==> src/rtl/vermibus_arbiter.sv <==
`default_nettype none
// ============================================================================
// Module   : vermibus_arbiter
// Purpose  : Two-master / one-slave arbiter for the Vermibus valid/ready bus.
//            Registered round-robin arbitration; the grant is held until the
//            transfer completes, and the granted master's request path is a
//            combinational pass-through to the slave.
// Optional : `define VERMIBUS_ARB_TIMEOUT_EN to build a wait counter that
//            forces completion after TIMEOUT_CYCLES stalled cycles.
// Ports    :
//   clk, reset                 clock, asynchronous active-low reset
//   m0_* / m1_*                master request (valid/address/wstrobe/wdata)
//                              and response (ready/rdata)
//   s_*                        slave request and response
//   grant[1:0]                 one-hot current owner, 00 = idle
//   timeout                    one-cycle pulse on a forced completion
// Revision : 1.0 - initial release
// ============================================================================
module vermibus_arbiter #(
  parameter int unsigned TIMEOUT_CYCLES = 256
) (
  input  logic        clk,
  input  logic        reset,
  input  logic        m0_valid,
  input  logic [31:0] m0_address,
  input  logic [3:0]  m0_wstrobe,
  input  logic [31:0] m0_wdata,
  output logic        m0_ready,
  output logic [31:0] m0_rdata,
  input  logic        m1_valid,
  input  logic [31:0] m1_address,
  input  logic [3:0]  m1_wstrobe,
  input  logic [31:0] m1_wdata,
  output logic        m1_ready,
  output logic [31:0] m1_rdata,
  output logic        s_valid,
  output logic [31:0] s_address,
  output logic [3:0]  s_wstrobe,
  output logic [31:0] s_wdata,
  input  logic        s_ready,
  input  logic [31:0] s_rdata,
  output logic [1:0]  grant,
  output logic        timeout
);

  typedef enum logic [1:0] {
    ST_IDLE   = 2'd0,
    ST_GRANT0 = 2'd1,
    ST_GRANT1 = 2'd2
  } state_t;

  state_t r_state;
  state_t w_next;
  logic   r_last;        // most recently served master
  logic   w_granted;
  logic   w_sel1;        // current owner is master 1
  logic   w_g_valid;     // owner's valid
  logic   w_timeout;
  logic   w_done;        // transfer completes on this edge

  assign w_granted = (r_state == ST_GRANT0) || (r_state == ST_GRANT1);
  assign w_sel1    = (r_state == ST_GRANT1);
  assign w_g_valid = w_sel1 ? m1_valid : m0_valid;
  assign w_done    = w_granted && w_g_valid && (s_ready || w_timeout);

  generate
    if ((TIMEOUT_CYCLES < 1) || (TIMEOUT_CYCLES > 65535)) begin : g_bad_timeout
      $error("vermibus_arbiter: TIMEOUT_CYCLES must be in 1..65535");
    end
  endgenerate

`ifdef VERMIBUS_ARB_TIMEOUT_EN
  localparam logic [15:0] c_TIMEOUT = 16'(TIMEOUT_CYCLES);

  logic [15:0] r_wait_cnt;
  logic        w_grant_entry;

  // A new ownership period starts whenever the next state is a grant state
  // different from the current one (IDLE->GRANTx or GRANTx->GRANTy).
  assign w_grant_entry = (w_next != ST_IDLE) && (w_next != r_state);

  always_ff @(posedge clk or negedge reset) begin
    if (!reset) begin
      r_wait_cnt <= 16'd0;
    end else if (w_grant_entry) begin
      r_wait_cnt <= 16'd0;
    end else if (w_granted && !s_ready) begin
      r_wait_cnt <= r_wait_cnt + 16'd1;
    end
  end

  // A request abandoned by its master is a protocol violation, not a stall,
  // so the forced completion only applies while the owner still requests.
  assign w_timeout = w_granted && w_g_valid && !s_ready && (r_wait_cnt == c_TIMEOUT);
`else
  assign w_timeout = 1'b0;
`endif

  // State and round-robin history
  always_ff @(posedge clk or negedge reset) begin
    if (!reset) begin
      r_state <= ST_IDLE;
      r_last  <= 1'b1;
    end else begin
      r_state <= w_next;
      if (w_done) begin
        r_last <= w_sel1;
      end
    end
  end

  // Next-state: the completing master always goes back through IDLE unless
  // the other master is waiting, in which case ownership hands over directly.
  always_comb begin
    w_next = r_state;
    case (r_state)
      ST_IDLE: begin
        if (m0_valid && m1_valid) begin
          w_next = r_last ? ST_GRANT0 : ST_GRANT1;
        end else if (m0_valid) begin
          w_next = ST_GRANT0;
        end else if (m1_valid) begin
          w_next = ST_GRANT1;
        end else begin
          w_next = ST_IDLE;
        end
      end
      ST_GRANT0: begin
        if (!m0_valid) begin
          w_next = ST_IDLE;
        end else if (w_done) begin
          w_next = m1_valid ? ST_GRANT1 : ST_IDLE;
        end
      end
      ST_GRANT1: begin
        if (!m1_valid) begin
          w_next = ST_IDLE;
        end else if (w_done) begin
          w_next = m0_valid ? ST_GRANT0 : ST_IDLE;
        end
      end
      default: w_next = ST_IDLE;
    endcase
  end

  // Datapath: pass-through from the owner, everything zero when idle
  always_comb begin
    s_valid   = 1'b0;
    s_address = 32'd0;
    s_wstrobe = 4'd0;
    s_wdata   = 32'd0;
    m0_ready  = 1'b0;
    m0_rdata  = 32'd0;
    m1_ready  = 1'b0;
    m1_rdata  = 32'd0;
    grant     = 2'b00;
    timeout   = w_timeout;
    case (r_state)
      ST_GRANT0: begin
        s_valid   = m0_valid && !w_timeout;
        s_address = m0_address;
        s_wstrobe = m0_wstrobe;
        s_wdata   = m0_wdata;
        m0_ready  = s_ready || w_timeout;
        m0_rdata  = w_timeout ? 32'd0 : s_rdata;
        grant     = 2'b01;
      end
      ST_GRANT1: begin
        s_valid   = m1_valid && !w_timeout;
        s_address = m1_address;
        s_wstrobe = m1_wstrobe;
        s_wdata   = m1_wdata;
        m1_ready  = s_ready || w_timeout;
        m1_rdata  = w_timeout ? 32'd0 : s_rdata;
        grant     = 2'b10;
      end
      default: begin
        grant = 2'b00;
      end
    endcase
  end

endmodule
`default_nettype wire

==> config.mk <==
export PLATFORM = sky130hd
export DESIGN_NAME = vermibus_arbiter
export DESIGN_NICKNAME = d
export VERILOG_FILES = /design/src/rtl/vermibus_arbiter.sv
export SDC_FILE = /design/constraint.sdc
export NUM_CORES = 1
export LEC_CHECK = 0
export CAP_MARGIN = 0
export CORE_AREA = 2 2 122 124
export CTS_BUF_LIST = sky130_fd_sc_hd__clkbuf_16
export CTS_CLUSTER_DIAMETER = 80
export DETAILED_ROUTE_END_ITERATION = 12
export DIE_AREA = 0 0 124 126
export PLACE_DENSITY = 0.51
export SLEW_MARGIN = 10
export SYNTH_ARGS = -nofsm -noshare
export SYNTH_HDL_FRONTEND = slang
export SYNTH_SLANG_ARGS = --single-unit
==> constraint.sdc <==
create_clock -name clk -period 2.7 [get_ports clk]
set_input_delay 0.405 -clock clk [delete_from_list [all_inputs] [get_ports clk]]
set_output_delay 0.405 -clock clk [all_outputs]
set_load 0.005 [all_outputs]
==> results.cfg <==
[detailed_routing]
via_per_inst = 4.21
drcViolationCount = 0
drt-pass1-iter-count = 6
vias = 3106
routedWlPerCell_um = 16.4
wl_um = 12100
drt_iter0_drc = 82
ant_nets = 0

[critical_path]
required_ns = 2.30
path_class = reg2out
end_kind = output pin
path_max_fanout = 37
arrival_ns = 2.15
cp-start-kind = register

[timing]
finalCritPeriodShare = 0.946
setup_tns_ns = 0
setup_viol = 0
fin_skew_ns = 0.000749
finalHoldViolCount = 0
setup_ws_ns = 0.146
rsz0062_at_grt = no
timing.fmax_mhz = 392
timing.final.max_slew_violations = 0
period_needed_ns = 2.55

[clock_network]
cts_sinks = 3
max-clock-path-buffers = 2
cts_tree = yes
holdBufCountCts = 0
htreeDepth = 1
cts-root-buf = clkbuf_16
insertion_delay_ns = 0.22
clk_pin_slew_ns = 0.03
numCtsBuffers = 3

[logic_synthesis]
synthFlopType = dfrtp_1
synth_top_family_by_area = simple AND/OR/NAND/NOR gates
synthAdderAreaFrac = 0.0418
muxShareOfSynthArea = 0.0139
synthesis.nets = 443
synth-simple-area-share = 0.489
synth_seq_area_share = 0.0424
ys_types = 24
synth_cells = 264
synth_common_cells = 70 x a22oi_1, 70 x nor2b_1, 68 x and2_1
yosysTopAreaCellShare = 0.292
yosysTopAreaCell = a22oi_1
syn_area_per_cell_um2 = 6.81
netlist_area_mm2 = 0.00180
ys_ff_latch = 3
ys_warn_count = 0
synth_compound_area_frac = 0.324
synth_edf_count = 0
ys_top_cells_by_area = a22oi_1 29%, nor2b_1 24%, and2_1 24%
synth_xor_area_frac = 0
async_flop_share = 1.00

[finish]
drive_gt1_frac = 0.0307
fill_cells = 1479
seqCellArea_um2 = 76.3
multi_input_area_mm2 = 0.00158
area_growth_pct = 189
final_nets = 734
antenna_cells = 0

[power_and_ir_drop]
p_leak_nw = 1.77
ir_worst_vdd_mv = 0.368
power.density_mw_per_mm2 = 696

[floorplan]
rows = 44
io_pins = 311
die_w_um = 124
initial_core_util = 0.126
die_y_um = 126
core-area_mm2 = 0.0143
dieArea_mm2 = 0.0156

[grt]
grt_pass1_wl_um = 16800
grt_pass1_vias = 3157
grt_max_degree = 42
antenna_found_initial = 1
grt_usage = 0.137
grt_overflow_total = 0

[placement]
port_buffers = 309
place_congestion = 0.808
place_ws_ns = 0.332
post-dp-hpwl_um = 9710

[min_path]
min-delay-path-class = in2async

[outcome]
outcome = complete, no violations

[flow_run]
cap_violations = 0
-- placed cells by master, fill, tap and decap left out --
cell type        synthesis  routed
o21ai_0                  1       1
ha_4                     0       1
conb_1                   1       1
o41ai_2                  1       1
nand3_1                  1       1
dfrtp_1                  2       2
ha_2                     0       1
nor2b_1                 70      70
clkdlybuf4s50_1          0     309
inv_1                    3       4
a21oi_2                  1       1
buf_4                    4       2
nand2b_1                 1       1
buf_6                    1       1
buf_12                   0       5
a21boi_0                 1       1
clkbuf_16                0       3
mux2_4                   1       1
a21oi_1                  2       2
and2_1                  68      68
ha_1                     6       4
mux2i_1                  1       1
nor2_1                   1       1
a211o_1                  1       1
dfstp_2                  1       1
a22oi_1                 70      70
-- cell type report --
class | count | area share
repair buffers | 317 | 0.620
multi-input cells | 227 | 0.304
well taps | 184 | 0.0443
flip-flops and latches | 3 | 0.0147
clock buffers | 3 | 0.0145
inverters | 3 | 0.00217
clock inverters | 1 | 0.000723
-- state kept, by name, summed over array words and instances (netlist names) --
| signal | count |
|---|---|
| r_last | 1 |
| r_state | 2 |
-- worst max-delay path, stage by stage, from the launching register on --
cell,delay [ns]
dfrtp_1,0.45
inv_1,0.13
ha_1,0.34
buf_6,0.24
nor2b_1,0.22
clkdlybuf4s50_1,0.54
-- metrics by stage --
step | hold slack, ns | cell area (um^2) | utilization | std cells | total power, mW
floorplan | 0.109 | 1800 | - | 264 | 1.61
global placement | 0.540 | 5100 | 0.357 | 733 | 3.39
detailed placement | 0.535 | 5100 | 0.357 | 733 | 3.39
CTS | 0.373 | 5180 | 0.362 | 737 | 3.64
global route | 0.380 | 5190 | 0.363 | 738 | 3.92
finish | 0.370 | 5190 | 0.363 | 738 | 3.62
-- repair_timing --
action / 4_1_cts / 5_1_grt
buffers inserted: 0 / 1
resized for setup: 0 / 1
endpoints found under the setup margin: 0 / 1
-- kinds of logic (layout without fill, tap and decap cells) --
logic type                 count (synthesis)  in the layout
muxes                                      2              2
AOI/OAI and AO/OA                         77             77
adders and majority gates                  6              6
and+or+nand+nor                          141            141
DFF                                        3              3
buffers and inverters                     34            324
other                                      1              1
-- path summary, 6_finish.rpt --
| path | end | depth (start not counted) | slack, ns | from |
|---|---|---|---|---|
| setup / recovery | s_address[9] | 5 | 0.15 | r_state[0] |
| hold / removal | r_state[1] | 1 | 0.37 | reset |
| setup reg to reg | r_state[0] | 6 | 0.81 | r_state[0] |
| hold reg to reg | r_last | 2 | 0.54 | r_last |
| max in group asynchronous | r_last | 1 | 2.11 | reset |
| min in group clk | r_last | 2 | 0.54 | r_last |
-- per-layer routing --
layer	GRT usage	routed length, um	vias to the layer above
met3	0.0457	1420	12
met1	0.150	4580	1403
met5	0	13	-
met4	0.0192	113	2
met2	0.258	5960	199
li1	-	-	1490
-- report_power, final --
part	switching [mW]	internal, mW	total, mW
Sequential	0.0230	0.0630	0.0860
Combinational	1.33	1.96	3.30
Clock	0.0412	0.191	0.232
Total	1.40	2.22	3.62
Power figures use the tool's default switching activity.
